**config.mk**
```make
export PLATFORM = sky130hd
export DESIGN_NAME = sprite_palette_bank
export DESIGN_NICKNAME = d
export VERILOG_FILES = /design/src/rtl/palette_pkg.sv /design/src/rtl/palette_fade_ctrl.sv /design/src/rtl/sprite_palette_bank.sv
export SDC_FILE = /design/constraint.sdc
export NUM_CORES = 1
export LEC_CHECK = 0
export ABC_CLOCK_PERIOD_IN_PS = 5340
export CORE_MARGIN = 2
export CORE_UTILIZATION = 35
export DETAILED_ROUTE_END_ITERATION = 10
export MAX_ROUTING_LAYER = met4
export SLEW_MARGIN = 20
export SYNTH_ARGS = -nofsm -noshare
export SYNTH_HDL_FRONTEND = slang
export SYNTH_SLANG_ARGS = --single-unit
```
**constraint.sdc**
```tcl
create_clock -name i_clk -period 5.34 [get_ports i_clk]
set_clock_uncertainty 0.2 [all_clocks]
set_input_delay 1.068 -clock i_clk [delete_from_list [all_inputs] [get_ports i_clk]]
set_output_delay 1.068 -clock i_clk [all_outputs]
set_load 0.01 [all_outputs]
```
**src/rtl/palette_pkg.sv**
```systemverilog
// Shared types and helpers for the sprite palette bank: colour packing,
// fade states, the power-on palette contents and the per-channel fade.
package palette_pkg;

    localparam int COLOR_W = 4;
    localparam logic [COLOR_W-1:0] MAX = '1;

    typedef struct packed {
        logic [COLOR_W-1:0] r;
        logic [COLOR_W-1:0] g;
        logic [COLOR_W-1:0] b;
    } rgb_t;

    typedef enum logic [1:0] {
        FULL,
        FADING_OUT,
        BLACK,
        FADING_IN
    } fade_state_t;

    // The key index powers up as magenta so unhandled transparency is obvious on screen.
    function automatic rgb_t default_entry(input int idx, input int key);
        rgb_t e;
        if (idx == key) begin
            e.r = MAX;
            e.g = '0;
            e.b = MAX;
        end else begin
            e.r = COLOR_W'(idx);
            e.g = COLOR_W'(idx);
            e.b = COLOR_W'(idx);
        end
        return e;
    endfunction

    function automatic logic [COLOR_W-1:0] fade_channel(input logic [COLOR_W-1:0] ch,
                                                        input logic [COLOR_W-1:0] level);
        logic [COLOR_W-1:0] dim;
        dim = MAX - level;
        return (ch > dim) ? (ch - dim) : '0;
    endfunction

endpackage

```
**src/rtl/palette_fade_ctrl.sv**
```systemverilog
// Frame-stepped brightness controller: walks fade_level between black and
// full brightness, one step every FADE_FRAMES frame ticks.
module palette_fade_ctrl
    import palette_pkg::*;
#(
    parameter int FADE_FRAMES = 2
) (
    input  logic               i_clk,
    input  logic               i_reset,
    input  logic               i_frame_tick,
    input  logic               i_fade_out_req,
    input  logic               i_fade_in_req,
    output logic [COLOR_W-1:0] o_fade_level,
    output logic               o_fade_done
);

    localparam int CNT_W = (FADE_FRAMES > 1) ? $clog2(FADE_FRAMES) : 1;
    localparam logic [CNT_W-1:0] CNT_LAST = CNT_W'(FADE_FRAMES - 1);

    fade_state_t        r_state, w_state_next;
    logic [CNT_W-1:0]   r_tick_cnt, w_tick_cnt_next;
    logic [COLOR_W-1:0] r_level, w_level_next;
    logic               r_done, w_done_next;
    logic               w_go_out, w_go_in, w_step;

    // Fade-out has priority when both requests land together.
    assign w_go_out = i_fade_out_req;
    assign w_go_in  = i_fade_in_req && !i_fade_out_req;
    assign w_step   = i_frame_tick && (r_tick_cnt == CNT_LAST);

    always_ff @(posedge i_clk) begin
        if (i_reset) begin
            r_state    <= FULL;
            r_tick_cnt <= '0;
            r_level    <= MAX;
            r_done     <= 1'b0;
        end else begin
            r_state    <= w_state_next;
            r_tick_cnt <= w_tick_cnt_next;
            r_level    <= w_level_next;
            r_done     <= w_done_next;
        end
    end

    always_comb begin
        w_state_next    = r_state;
        w_tick_cnt_next = r_tick_cnt;
        w_level_next    = r_level;
        w_done_next     = 1'b0;
        case (r_state)
            FULL: begin
                if (w_go_out) begin
                    w_state_next    = FADING_OUT;
                    w_tick_cnt_next = '0;
                end
            end
            BLACK: begin
                if (w_go_in) begin
                    w_state_next    = FADING_IN;
                    w_tick_cnt_next = '0;
                end
            end
            FADING_OUT: begin
                if (w_go_in) begin
                    w_state_next    = FADING_IN;
                    w_tick_cnt_next = '0;
                end else if (w_step) begin
                    w_tick_cnt_next = '0;
                    // A reversal can leave us at the endpoint already, so saturate here.
                    if (r_level <= 1'b1) begin
                        w_level_next = '0;
                        w_state_next = BLACK;
                        w_done_next  = 1'b1;
                    end else begin
                        w_level_next = r_level - 1'b1;
                    end
                end else if (i_frame_tick) begin
                    w_tick_cnt_next = r_tick_cnt + 1'b1;
                end
            end
            FADING_IN: begin
                if (w_go_out) begin
                    w_state_next    = FADING_OUT;
                    w_tick_cnt_next = '0;
                end else if (w_step) begin
                    w_tick_cnt_next = '0;
                    if (r_level >= MAX - 1'b1) begin
                        w_level_next = MAX;
                        w_state_next = FULL;
                        w_done_next  = 1'b1;
                    end else begin
                        w_level_next = r_level + 1'b1;
                    end
                end else if (i_frame_tick) begin
                    w_tick_cnt_next = r_tick_cnt + 1'b1;
                end
            end
            default: w_state_next = FULL;
        endcase
    end

    assign o_fade_level = r_level;
    assign o_fade_done  = r_done;

endmodule

```
**src/rtl/sprite_palette_bank.sv**
```systemverilog
// Runtime-writable multi-bank sprite palette with transparency key and
// fade engine; self-loads a default palette after every reset.
module sprite_palette_bank
    import palette_pkg::*;
#(
    parameter int INDEX_W     = 4,
    parameter int NUM_BANKS   = 4,
    parameter int KEY_INDEX   = 0,
    parameter int FADE_FRAMES = 2,
    localparam int BANK_W     = $clog2(NUM_BANKS)
) (
    input  logic                 i_clk,
    input  logic                 i_reset,
    input  logic                 i_frame_tick,
    input  logic                 i_wr_en,
    input  logic [BANK_W-1:0]    i_wr_bank,
    input  logic [INDEX_W-1:0]   i_wr_index,
    input  logic [3*COLOR_W-1:0] i_wr_rgb,
    output logic                 o_wr_ready,
    input  logic                 i_pix_valid,
    input  logic [BANK_W-1:0]    i_pix_bank,
    input  logic [INDEX_W-1:0]   i_pix_index,
    output logic                 o_out_valid,
    output logic [COLOR_W-1:0]   o_red,
    output logic [COLOR_W-1:0]   o_green,
    output logic [COLOR_W-1:0]   o_blue,
    output logic                 o_transparent,
    input  logic                 i_fade_out_req,
    input  logic                 i_fade_in_req,
    output logic [COLOR_W-1:0]   o_fade_level,
    output logic                 o_fade_done
);

    localparam int ADDR_W = BANK_W + INDEX_W;
    localparam int DEPTH  = NUM_BANKS * (2 ** INDEX_W);
    localparam logic [ADDR_W-1:0] LAST_ADDR = ADDR_W'(DEPTH - 1);

    typedef enum logic {INIT, RUN} init_state_t;

    init_state_t        r_init_state, w_init_state_next;
    logic [ADDR_W-1:0]  r_init_addr;
    rgb_t               r_mem [DEPTH];
    logic               w_mem_we;
    logic [ADDR_W-1:0]  w_mem_waddr;
    rgb_t               w_mem_wdata;
    rgb_t               r_s1_rgb;
    logic               r_s1_valid, r_s1_trans;
    logic               r_out_valid, r_transparent;
    logic [COLOR_W-1:0] r_red, r_green, r_blue;
    logic [COLOR_W-1:0] w_fade_level;

    always_ff @(posedge i_clk) begin
        if (i_reset) begin
            r_init_state <= INIT;
            r_init_addr  <= '0;
        end else begin
            r_init_state <= w_init_state_next;
            if (r_init_state == INIT) r_init_addr <= r_init_addr + 1'b1;
        end
    end

    always_comb begin
        w_init_state_next = r_init_state;
        if (r_init_state == INIT && r_init_addr == LAST_ADDR) w_init_state_next = RUN;
    end

    // The init walk owns the write port; user writes only get through in RUN.
    always_comb begin
        w_mem_we    = 1'b0;
        w_mem_waddr = {i_wr_bank, i_wr_index};
        w_mem_wdata = i_wr_rgb;
        if (!i_reset) begin
            if (r_init_state == INIT) begin
                w_mem_we    = 1'b1;
                w_mem_waddr = r_init_addr;
                w_mem_wdata = default_entry(int'(r_init_addr[INDEX_W-1:0]), KEY_INDEX);
            end else if (i_wr_en) begin
                w_mem_we = 1'b1;
            end
        end
    end

    // Read and write share one clocked block so a same-address collision returns old data.
    always_ff @(posedge i_clk) begin
        if (w_mem_we) r_mem[w_mem_waddr] <= w_mem_wdata;
        r_s1_rgb <= r_mem[{i_pix_bank, i_pix_index}];
    end

    always_ff @(posedge i_clk) begin
        if (i_reset) begin
            r_s1_valid    <= 1'b0;
            r_s1_trans    <= 1'b0;
            r_out_valid   <= 1'b0;
            r_red         <= '0;
            r_green       <= '0;
            r_blue        <= '0;
            r_transparent <= 1'b0;
        end else begin
            r_s1_valid  <= i_pix_valid && (r_init_state == RUN);
            r_s1_trans  <= (i_pix_index == INDEX_W'(KEY_INDEX));
            r_out_valid <= r_s1_valid;
            if (r_s1_valid) begin
                r_red         <= fade_channel(r_s1_rgb.r, w_fade_level);
                r_green       <= fade_channel(r_s1_rgb.g, w_fade_level);
                r_blue        <= fade_channel(r_s1_rgb.b, w_fade_level);
                r_transparent <= r_s1_trans;
            end
        end
    end

    palette_fade_ctrl #(
        .FADE_FRAMES(FADE_FRAMES)
    ) u_fade (
        .i_clk         (i_clk),
        .i_reset       (i_reset),
        .i_frame_tick  (i_frame_tick),
        .i_fade_out_req(i_fade_out_req),
        .i_fade_in_req (i_fade_in_req),
        .o_fade_level  (w_fade_level),
        .o_fade_done   (o_fade_done)
    );

    assign o_wr_ready    = (r_init_state == RUN);
    assign o_out_valid   = r_out_valid;
    assign o_red         = r_red;
    assign o_green       = r_green;
    assign o_blue        = r_blue;
    assign o_transparent = r_transparent;
    assign o_fade_level  = w_fade_level;

endmodule

```
==> results of run 1 <==
==> flip-flops by register name, summed over array words and instances, names as in the netlist <==
name	count
o_green	4
u_fade.o_fade_level	4
u_fade.r_state	2
r_s1_valid	1
o_transparent	1
u_fade.r_tick_cnt	1
u_fade.o_fade_done	1
r_mem	768
r_init_addr	6
o_red	4
r_s1_rgb	12
r_s1_trans	1
o_out_valid	1
o_blue	4
o_wr_ready	1
==> area by class of cell <==
cell class	count	share of cell area (%)
timing repair buffer	164	3.784
tap	1186	3.961
antenna	3	0.02004
clock buffer	100	5.935
multi-input combinational	814	21.06
clock inverter	51	1.192
sequential	811	63.86
inverter	19	0.1904
==> per-layer routing <==
| layer | vias up | wire length, µm | track usage (%) | part of all wire [%] |
|---|---|---|---|---|
| met2 | 869 | 40830 | 28.84 | 48 |
| met3 | 135 | 7320 | 4.027 | 8.6 |
| met1 | 9132 | 35220 | 24.80 | 41 |
| met5 | - | 0 | - | 0 |
| met4 | 0 | 2232 | 5.275 | 2.6 |
| li1 | 7379 | - | - | - |
==> tightest hold or removal path: stages (launching register included) <==
cell	delay [ns]
dfxtp_1	0.31
nand2_1	0.05
a21oi_1	0.05
==> power breakdown <==
| group | switching (mW) | total, mW | internal, mW | leakage (nW) |
|---|---|---|---|---|
| combinational | 0.683 | 1.00 | 0.321 | 3.67 |
| sequential | 0.0389 | 7.16 | 7.12 | 7.26 |
| clock | 2.41 | 5.68 | 3.27 | 1.30 |
| total | 3.14 | 13.8 | 10.7 | 12.2 |
==> cell usage in the layout, fill, tap and decap left out, types with 8 or more instances in the layout <==
cell             instances
ha_1                    22
clkinv_1                18
dfxtp_1                 43
nand2b_1                13
clkbuf_16               85
o21a_1                  10
a22oi_1                 28
mux2i_1                117
clkbuf_1                11
a21oi_1                 33
o221ai_1                18
nand2_1                 58
clkinv_2                17
nand3_1                 14
edfxtp_1               768
nor3_1                  16
nor2_1                 103
mux4_2                 121
a211o_1                 13
o22ai_1                 30
nor2b_1                 15
mux4_1                   8
nand3b_1                 9
inv_1                   17
buf_4                  110
mux2_2                  31
and3_1                   9
a211oi_1                16
o21ai_0                 28
clkdlybuf4s50_1         46
==> cell families (layout without fill, tap and decap cells) <==
family / after synthesis / after routing / synth area share (%)
flops: 811 / 811 / 73.95
simple gates: 267 / 267 / 3.872
fa+ha+maj: 25 / 25 / 1.037
mux: 277 / 277 / 13.77
buf+inv: 110 / 334 / 1.953
xor+xnor: 7 / 7 / 0.1895
other cells: 0 / 3 / 0
compound gates: 238 / 238 / 5.222
==> worst max path at each step <==
stage / startpoint / endpoint / slack (ns) / cells past startpoint
2_1_floorplan: i_reset / r_mem[0][4]$_DFFE_PP_ / 0.007 / 4
3_3_place_gp: i_reset / r_mem[24][6]$_DFFE_PP_ / 1.31 / 8
3_5_place_dp: i_reset / r_mem[51][8]$_DFFE_PP_ / 1.26 / 7
4_1_cts: r_init_addr[1]$_SDFFE_PP0N_ / r_mem[3][11]$_DFFE_PP_ / 1.87 / 6
5_1_grt: r_init_addr[1]$_SDFFE_PP0N_ / r_mem[26][11]$_DFFE_PP_ / 1.72 / 6
6_report: i_reset / r_mem[24][6]$_DFFE_PP_ / 1.88 / 8
==> summary.md, run 1 <==
| Metric | Value |
|---|---|
| Worst setup EP type | flip-flop |
| Aggregate routed wire length | about 86000 µm |
| Syn_nets | about 1800 |
| Top_reg_cell synth | edfxtp_1 |
| Via count | 17515 |
| Fmax | roughly 290 MHz |
| Die Y | a little over 300 µm |
| Register Area | 23920 µm² |
| Placed Area | 34780 µm² |
| Most frequent CP cell | buf_4 |
| Leak | 12.23 nW |
| Worst r2r src | r_init_addr[1]$_SDFFE_PP0N_ |
| Top cells by count, synth | edfxtp_1 (768), mux4_2 (121), mux2i_1 (117) |
| Layout cells sized above 1 | a little over a fifth |
| Vias/cell | roughly 5.6 |
| Multi-input logic area | 7889 µm² |
| Final min period | 3.462 ns |
| Worst-path clk slew | 0.06 ns |
| Crit-path slowest cell | clkdlybuf4s50_1 |
| Worst R2R Path Depth | 6 |
| Top cell type's share of synthesized area | between 70% and 80% |
| All-Layer GR Usage | 18.61% |
| Core footprint | 91660 µm² |
| Detail Placement HPWL | 53110 µm |
| RSZ-0062 raised after global routing | no |
| CTS tree | yes |
| Clk sink count | 811 |
| YS warnings | 0 |
| Hold Vio Cnt, Final | 0 |
| Iteration-0 DRC count of the detailed router | 2100 |
| Worst-Skew Late Latency | 0.65 ns |
| Vias in the first global route | 17391 |
| Outcome | finished clean |
| Worst path buffer plus inverter count | 3 |
| EDFF count, synth | 768 |
| R2R setup slack | 1.89 ns |
| Yosys top cell by area | edfxtp_1 |
| Util after Layout | 40.87% |
| Pre-Repair DR Iteration Count | 5 |
| Overall power | 13.84 mW |
| Pre-CTS worst setup slack | 1.261 ns |
| Mapped Cells | 1735 |
| Synthesized area per cell | between 15 and 20 µm² |
| Worst slew margin | a little over a fifth |
| Dpl cells | 2994 |
| Post-synthesis register bit count | 811 |
| Fin crit share | 64.83% |
| Initial Util | 35.29% |
| Chip Width | 308.0 µm |
| CP delay by family, top | simple AND/OR/NAND/NOR gates |
| Post-synthesis cell type count | 69 |
| Io pins | 51 |
| Min Hold Slack | ~0.25 ns |
| DRC errors left | 0 |
| Top-count cell post-synth | edfxtp_1 |
| Largest cells by area after synthesis | edfxtp_1 (71%), mux4_2 (8.4%), mux2i_1 (3.6%), dfxtp_1 (2.7%), nor2_1 (1.2%) |
| Count of pins over their slew limit | 0 |
| Startpoint Class | input port |
| Largest net degree at the start of global routing | between 70 and 80 |
| Routability cong. | 0.8699 |
| P per Cell Area | roughly 370 nW/µm² |
| Hold-fix buffers at CTS | 0 |
| Final instance area | around 37000 µm² |
| Post-CTS resize count | 0 |
| H-tree levels | 3 |
| Critical Path RT | 5.45 ns |
| Tightest Pin Transition | 1.172 ns |
| CP Max Fanout | 12 |
| Routed Antenna Nets | 0 |
| Global-route wire length before repair | about 120000 µm |
| Synth-to-Final Area Change | 15.81% |
| Fin worst setup slack | 1.878 ns |
| Setup TNS | 0 ns |
| Port bufs | 50 |
| Final non-filler cell total | 3148 |
| Worst path max stage delay | 0.44 ns |
| Sequential-to-total area share from yosys stat | 73.95% |
| Crit-path cells | clkdlybuf4s50_1 > or2_2 > or3_1 > o31ai_1 > nand2_1 > buf_4 > nor2_1 > buf_4 |
| Total CTS buffers | 83 |
| Final setup viols | 0 |
| Mapped cell area | 32350 µm² |
| Worst Hold Launch | o_blue[3]$_SDFFE_PP0P_ |
| Worst R2R End | r_mem[26][11]$_DFFE_PP_ |
| Worst Setup Path Type | input port to flip-flop |
| Worst Path Arrival | 3.57 ns |
| VDD IR max | 232.9 µV |
| Max cap viols | 0 |
| DR WL/cell | 27.19 µm |
| CTS max path bufs | 3 |
| Remaining Overflow, GRT | 0 |
| Die area | 94870 µm² |
| Std cell rows | about 110 |
| Hold Path Stages | 2 |
| Worst hold path type | flip-flop to flip-flop |
| Post-CTS Setup Repair Bufs | 0 |
| Initial antenna violation count | 3 |
| Worst-case hold path end point | o_blue[3]$_SDFFE_PP0P_ |
| Root buffer cell | clkbuf_16 |
| Final Net Count | 1949 |
| Fill cells | between 8000 and 9000 |
| Async S/R FF share, synth | 0% |
Power figures use the tool's default switching activity.
==> run 2: changes to the inputs <==
--- a/config.mk
+++ b/config.mk
@@ -5,7 +5,7 @@
 export SDC_FILE = /design/constraint.sdc
 export NUM_CORES = 1
 export LEC_CHECK = 0
-export ABC_CLOCK_PERIOD_IN_PS = 5340
+export ABC_CLOCK_PERIOD_IN_PS = 3400
 export CORE_MARGIN = 2
 export CORE_UTILIZATION = 35
 export DETAILED_ROUTE_END_ITERATION = 10
==> constraint.sdc (replaced) <==
create_clock -name i_clk -period 3.4 [get_ports i_clk]
set_clock_uncertainty 0.2 [all_clocks]
set_input_delay 0.68 -clock i_clk [delete_from_list [all_inputs] [get_ports i_clk]]
set_output_delay 0.68 -clock i_clk [all_outputs]
set_load 0.01 [all_outputs]
==> run 2 against run 1 <==
Die area did not move. Critical path type is now flip-flop to primary output. Register-to-register slack worse by 1.3 ns. Flip-flop and latch count unchanged. Power rose by 62%. Sequential share of layout area decreased by 2.1 points. Clock power rose by 66%. Critical endpoint is now o_fade_level[1].
==> summary.md, run 2 (synthesis results as in run 1) <==
| Metric | Value |
|---|---|
| CP delay by family, top | flip-flops |
| Root buffer cell | clkbuf_16 |
| Io pins | 51 |
| Worst-path clk slew | 0.06 ns |
| Hold-fix buffers at CTS | 0 |
| Worst hold path type | flip-flop to flip-flop |
| Hold Vio Cnt, Final | 0 |
| Initial Util | approximately a third |
| Fmax | 344.7 MHz |
| Iteration-0 DRC count of the detailed router | 1998 |
| All-Layer GR Usage | 18.70% |
| Count of pins over their slew limit | 0 |
| Largest Register | r_mem |
| Routed Antenna Nets | 0 |
| Worst setup EP type | primary output |
| Via count | 17898 |
| Startpoint Class | flip-flop |
| RSZ-0062 raised after global routing | no |
| DR WL/cell | 26.45 µm |
| Met1 Track Usage GR | 24.40% |
| Crit-path cells | clkdlybuf4s50_1 |
| Worst path buffer plus inverter count | 1 |
| Worst r2r src | r_init_addr[1]$_SDFFE_PP0N_ |
| Detail Placement HPWL | 54960 µm |
| Fin crit share | 85.33% |
| Die Y | 308.0 µm |
| Final min period | between 2 and 3 ns |
| Met3 usage | under 10% |
| Top Registers | r_mem: 768 flops, r_s1_rgb: 12 flops, r_init_addr: 6 flops |
| Layout cells sized above 1 | 25.35% |
| CTS tree | yes |
| VDD IR max | 361.9 µV |
| Overall power | 22.39 mW |
| Post-CTS resize count | 0 |
| Pre-CTS worst setup slack | -0.05910 ns |
| Worst Path Arrival | approximately 2.0 ns |
| Fill cells | approximately 8000 |
| Crit. Startpoint | u_fade.o_fade_level[1]$_SDFFE_PP1P_ |
| Util after Layout | 42.24% |
| Post-CTS Setup Repair Bufs | 0 |
| Critical Path RT | 2.52 ns |
| Global-route wire length before repair | 124200 µm |
| Setup TNS | 0 ns |
| Max cap viols | 0 |
| Chip Width | 308.0 µm |
| Tightest Pin Transition | 0.9015 ns |
| Outcome | finished clean |
| Final Net Count | between 2000 and 2500 |
| Largest net degree at the start of global routing | 65 |
| DRC errors left | 0 |
| Aggregate routed wire length | 86110 µm |
| Die area | 94870 µm² |
| Worst-Skew Late Latency | 0.65 ns |
| P per Cell Area | 578.3 nW/µm² |
| Routability cong. | 0.9245 |
| Vias/cell | 5.499 |
| CTS max path bufs | 3 |
| Port bufs | 50 |
| H-tree levels | 3 |
| Remaining Overflow, GRT | 0 |
| Max reg flops | 768 |
| Worst slew margin | 38.34% |
| Crit-path slowest cell | dfxtp_1 |
| Worst Setup Path Type | flip-flop to primary output |
| Grt met2 use | 28.76% |
| Fin worst setup slack | around 0.5 ns |
| Commonest non-fill, non-tap cell in the layout | edfxtp_1 |
| Pre-Repair DR Iteration Count | 5 |
| Worst path max stage delay | 0.73 ns |
| Clk sink count | between 800 and 900 |
| Vias in the first global route | about 18000 |
| Leak | about 13 nW |
| Synth-to-Final Area Change | 19.69% |
| Initial antenna violation count | 1 |
| Total CTS buffers | 84 |
| Worst Hold Launch | o_blue[3]$_SDFFE_PP0P_ |
| CP Max Fanout | 13 |
| Std cell rows | 111 |
| Core footprint | ~92000 µm² |
| Commonest cells after routing, fill and taps aside | edfxtp_1 (768), buf_4 (188), mux4_2 (121), mux2i_1 (117), nor2_1 (103) |
| Final setup viols | 0 |
| Gr busiest metal | met2 |
[run 2: cell count changes in the layout (fill, tap and decap cells not counted), sizes merged]
cell | previous run | this run
diode | 3 | 2
bufinv | 6 | 10
buf | 118 | 221
clkbuf | 100 | 108
inv | 20 | 22
clkinv | 39 | 30
[run 2: layer usage]
| layer | share of wire [%] | wire length (µm) |
|---|---|---|
| met5 | 0 | 0 |
| met3 | 8.1 | 6938 |
| met2 | 47 | 40600 |
| met1 | 42 | 36030 |
| met4 | 2.9 | 2539 |
[run 2: stage by stage]
stage / hold slack [ns] / area [µm²] / instances
after floorplan: 0.2403 / 32380 / 1735
after global placement: 0.2437 / 35870 / 3097
after detailed placement: 0.2492 / 35870 / 3097
after CTS: 0.2588 / 38710 / 3253
after global routing: 0.3015 / 38710 / 3254
final: 0.2571 / 38720 / 3255
[run 2: layout make-up]
cell class	instances	area, µm²	area share (%)
Antenna cell	2	5.005	0.01293
Clock buffer	108	2315	5.979
Clock inverter	48	526.8	1.361
Inverter	19	71.32	0.1842
Multi-Input combinational cell	814	7889	20.38
Sequential cell	811	23920	61.79
Tap cell	1186	1484	3.833
Timing Repair Buffer	267	2504	6.467
[run 2: where the power goes]
part / internal, mW / total [mW] / switching [mW]
Sequential: 11.2 / 11.2 / 0.0477
Clock: 5.58 / 9.42 / 3.84
Combinational: 0.631 / 1.75 / 1.12
Total: 17.4 / 22.4 / 5.00
[run 2: path summary, 6_finish.rpt]
kind	cells after the start	slack, ns	endpoint
hold reg to reg	2	0.26	o_blue[3]$_SDFFE_PP0P_
setup / recovery	1	0.50	o_fade_level[1]
hold / removal	2	0.26	o_blue[3]$_SDFFE_PP0P_
setup reg to reg	6	0.59	r_mem[26][3]$_DFFE_PP_
==> run 3: changes to the inputs <==
--- a/config.mk
+++ b/config.mk
@@ -5,7 +5,7 @@
 export SDC_FILE = /design/constraint.sdc
 export NUM_CORES = 1
 export LEC_CHECK = 0
-export ABC_CLOCK_PERIOD_IN_PS = 3400
+export ABC_CLOCK_PERIOD_IN_PS = 2500
 export CORE_MARGIN = 2
 export CORE_UTILIZATION = 35
 export DETAILED_ROUTE_END_ITERATION = 10
==> constraint.sdc (replaced) <==
create_clock -name i_clk -period 2.5 [get_ports i_clk]
set_clock_uncertainty 0.2 [all_clocks]
set_input_delay 0.5 -clock i_clk [delete_from_list [all_inputs] [get_ports i_clk]]
set_output_delay 0.5 -clock i_clk [all_outputs]
set_load 0.01 [all_outputs]
==> run 3 against run 2 <==
Count of clock-buffer cells in the layout fell by 1. Global-route usage rose by 0.79 points. Design area rose by 4.2%. Die area did not move. Via count rose by 2.4%. Largest power group unchanged. The flow now finishes with violations (negative setup slack). First-iteration DRC count fell by 0.85%. Flip-flop and latch count did not move.
==> summary.md, run 3 (synthesis results as in run 1) <==
| Metric | Value |
|---|---|
| Worst Setup Path Type | flip-flop to flip-flop |
| Final setup viols | 1 |
| Worst slew margin | 54.64% |
| Vias in the first global route | roughly 18000 |
| Aggregate routed wire length | 89780 µm |
| Final instance area | 40330 µm² |
| Dpl cells | around 3200 |
| Routability cong. | 0.9124 |
| Die Y | 308.0 µm |
| Worst-Skew Late Latency | about 0.64 ns |
| Final Net Count | ~2200 |
| Std cell rows | 111 |
| Fin worst setup slack | -0.01535 ns |
| Routed Antenna Nets | 0 |
| Synth-to-Final Area Change | 24.68% |
| Max reg flops | 768 |
| P per Cell Area | 744.2 nW/µm² |
| Pre-Repair DR Iteration Count | 5 |
| Register Area | roughly 24000 µm² |
| Tightest Pin Transition | roughly 0.68 ns |
| Hold-fix buffers at CTS | 0 |
| CTS tree | yes |
| Largest net degree at the start of global routing | 53 |
| Multi-input logic area | 8099 µm² |
| Die area | 94870 µm² |
| Global-route wire length before repair | 129100 µm |
| Util after Layout | 44.00% |
| Fin crit share | 100.6% |
| Detail Placement HPWL | 60760 µm |
| Setup TNS | -0.01535 ns |
| Total CTS buffers | 84 |
| Layout cells sized above 1 | 31.83% |
| VDD IR max | 532.3 µV |
| Initial Util | roughly a third |
| CTS max path bufs | 3 |
| Root buffer cell | clkbuf_16 |
| Io pins | 51 |
| Hold Vio Cnt, Final | 0 |
| Commonest cells after routing, fill and taps aside | edfxtp_1 (768), buf_4 (241), mux4_2 (121), mux2i_1 (117), clkbuf_16 (88) |
| Via count | 18336 |
| Vias/cell | between 5 and 6 |
| Commonest non-fill, non-tap cell in the layout | edfxtp_1 |
| Worst-path clk slew | 0.06 ns |
| Core footprint | 91660 µm² |
| Outcome | finished with violations |
| Overall power | 30.02 mW |
| All-Layer GR Usage | 19.49% |
| Placed Area | 37490 µm² |
| Final non-filler cell total | 3364 |
| Failing checks | negative setup slack |
| Leak | roughly 14 nW |
| Remaining Overflow, GRT | 0 |
| Chip Width | slightly above 300 µm |
| H-tree levels | 3 |
| Startpoint Class | flip-flop |
| DRC errors left | 0 |
| Worst hold path type | flip-flop to flip-flop |
| Max cap viols | 0 |
| DR WL/cell | 26.69 µm |
| Min Hold Slack | 0.2622 ns |
| Clk sink count | 811 |
| Iteration-0 DRC count of the detailed router | 1981 |
| Final min period | about 2.5 ns |
| Worst Path Arrival | approximately 2.8 ns |
| Fill cells | a little under 8000 |
| Worst setup EP type | flip-flop |
| CP Max Fanout | 1 |
| Fmax | 397.6 MHz |
| Pre-CTS worst setup slack | -0.8206 ns |
| Count of pins over their slew limit | 0 |
| Top Registers | r_mem: 768 flops, r_s1_rgb: 12 flops, r_init_addr: 6 flops |
| Largest Register | r_mem |
| Initial antenna violation count | 2 |
| Port bufs | 50 |
| Critical Path RT | 2.76 ns |
## run 3: cell types whose count changed in the layout (fill, tap and decap cells not counted), moves of 5 or more
cell,before,now
buf_4,188,241
nor2_4,2,8
clkbuf_1,14,19
nor2_1,103,51
clkbuf_8,8,1
buf_12,30,81
nor2_2,1,47
buf_6,1,14
## run 3: critical path: stages, from the launching register on
cell	delay, ns
edfxtp_1	0.35
mux4_1	0.57
a22o_1	0.30
a211oi_1	0.55
buf_4	0.21
o32ai_1	0.16
## run 3: routing by layer
metal	global-route usage, %	share of wire, %	up-vias	wire [µm]
li1	-	-	7828	-
met1	25.47	41	9542	36690
met2	30.85	48	826	43220
met3	4.315	8.4	140	7543
met4	5.218	2.6	0	2324
met5	-	0	-	0
## run 3: final timing paths
check / start / to / slack, ns / depth (start not counted)
max: r_mem[60][3]$_DFFE_PP_ / r_s1_rgb[3]$_DFF_P_ / -0.02 / 5
min: o_blue[3]$_SDFFE_PP0P_ / o_blue[3]$_SDFFE_PP0P_ / 0.26 / 2
max reg2reg: r_mem[60][3]$_DFFE_PP_ / r_s1_rgb[3]$_DFF_P_ / -0.02 / 5
min reg2reg: o_blue[3]$_SDFFE_PP0P_ / o_blue[3]$_SDFFE_PP0P_ / 0.26 / 2
## run 3: area by class of cell
type                       instances  share of cell area, %
tap                             1186                  3.679
timing repair buffer             386                  10.19
clock buffer                     107                  5.609
multi-input combinational        814                  20.08
clock inverter                    40                 0.9276
antenna                            1               0.006204
inverter                          19                 0.1768
sequential                       811                  59.33
## run 3: timing repair
item,in CTS,in global routing
buffers inserted,0,1
endpoints found under the setup margin,125,176
cloned,0,2
pin swaps,1,1
hold endpoints to repair,0,0
resized for setup,18,29
## run 3: report_power, final
part           total (mW)  internal (mW)  switching, mW
logic                2.73           1.09           1.64
clock network        12.1           7.00           5.05
registers            15.2           15.2         0.0472
total                30.0           23.3           6.74
==> edit, RTL diff (flow settings as in run 2) <==
The package constant `COLOR_W` goes from 4 to 3.
--- a/src/rtl/palette_pkg.sv
+++ b/src/rtl/palette_pkg.sv
@@ -2,7 +2,7 @@
 // fade states, the power-on palette contents and the per-channel fade.
 package palette_pkg;
 
-    localparam int COLOR_W = 4;
+    localparam int COLOR_W = 3;
     localparam logic [COLOR_W-1:0] MAX = '1;
 
     typedef struct packed {
Ports: changed (5 resized); port bits go from 51 to 44. No check against the original RTL was run, so the function may have changed too.
==> edit against run 2 <==
Power shrank 25%; design area shrank 24%; wire length shrank 27%; synthesized cell count shrank 24%; count of clock-buffer cells in the layout shrank 43; setup slack lost 0.047 ns; largest cell class unchanged; highest routed layer unchanged; sequential cell count shrank 199; utilization shrank 0.18 points; via count shrank 26%; clock power shrank 26%; area after synthesis shrank 24%.
==> edit: results (changes against run 2) <==
| Metric | Value |
|---|---|
| Via-to-Cell Ratio | 5.261 (-4.3%) |
| H-tree depth | 2 (-1) |
| Synth top cells by count | edfxtp_1, mux4_2, nor2_1 |
| Initial antenna violation count | 0 (-1) |
| Placed Cells | 2,394 (-23%) |
| Drt first-iter violations | 1,303 (-35%) |
| Tot GR Track Use | 17.95% (-0.75 points) |
| Worst slack, placed | -0.03549 ns (+0.02361 ns) |
| Antenna diodes | 0 (-2) |
| Synth top area cells | edfxtp_1, mux4_2, mux2i_1 |
| Crit-path max FO | 15 (+2) |
| Mapped Nets | 1,366 (-24%) |
| Critical path's largest stage delay | 0.78 ns (+0.05 ns) |
| # nets final | 1,565 (-24%) |
| Vias in the first global route | 13,142 (-26%) |
| Fin cells | 2,505 (-23%) |
| Seq/Total Area, Yosys | 73.51% (-0.44 points) |
| Fillers | 6,104 (-24%) |
| Synth Area in Compound Gates | 4.972% (-0.25 points) |
| Final wirelength | 62.46 mm (-27%) |
| Fraction of layout cells with a size suffix above 1 | 25.18% (-0.18 points) |
| Pleak | 9.749 nW (-25%) |
| Regs by FF count | r_mem x576, r_s1_rgb x9, r_init_addr x6 |
| Buffers on Ports | 43 (-14%) |
| Crit path arrival time | 2.07 ns (+0.05 ns) |
| Dpl hpwl | 40.26 mm (-27%) |
| Global-route wire length before repair | 91.52 mm (-26%) |
| Adder-cell area share of the yosys netlist | 1.215% (+0.18 points) |
| RR Startpoint | o_wr_ready$_SDFFE_PP0P_ |
| Sw Share | 22.32% (-0.032 points) |
| Outcome | finished clean |
| Placer congestion estimate | 0.8610 (-6.9%) |
| CTS Buf Count | 59 (-30%) |
edit: per-stage QoR:
| step | instance area, um2 | power (W) | util (%) |
|---|---|---|---|
| after floorplan | 24520 | 0.009348 | - |
| after global placement | 27230 | 0.009926 | 39.09 |
| after detailed placement | 27230 | 0.009949 | 39.09 |
| after CTS | 29300 | 0.01691 | 42.06 |
| after global routing | 29300 | 0.01728 | 42.06 |
| final | 29300 | 0.01676 | 42.06 |
edit: cells by family after synthesis:
kind of cell,Yosys count
AOI/OAI and AO/OA,164
xor gates and xnor gates,7
adders and majority gates,22
buffers and inverters,88
DFF,612
muxes,199
and+or+nand+nor,224
edit: power groups by stage:
stage,clock network [W],logic (W),registers (W)
after global routing,0.00740,0.00139,0.00849
after detailed placement,0,0.00130,0.00864
after floorplan,0,0.000715,0.00863
after global placement,0,0.00128,0.00864
after CTS,0.00712,0.00131,0.00848
final,0.00698,0.00130,0.00848
edit: layout make-up:
cell class	instances	area, um2	area share [%]
Clock buffer	65	1499	5.115
Clock inverter	46	571.8	1.951
Inverter	18	67.56	0.2306
Multi-Input combinational cell	616	6022	20.55
Sequential cell	612	18020	61.49
Tap cell	940	1176	4.014
Timing Repair Buffer	208	1949	6.652
edit: final timing paths:
kind | to | slack [ns]
hold / removal | o_transparent$_SDFFE_PP0P_ | 0.27
setup reg to reg | r_mem[10][8]$_DFFE_PP_ | 0.75
hold reg to reg | o_transparent$_SDFFE_PP0P_ | 0.27
setup / recovery | o_fade_level[1] | 0.45
edit: metal layers:
metal  wire length [um]  global-route usage (%)  vias to the layer above
met5                  0                       -                        -
met4               1810                   5.045                        0
met3               3674                   2.785                       97
met2              30110                   28.85                      460
met1              26860                   23.80                     6893
li1                   -                       -                     5730
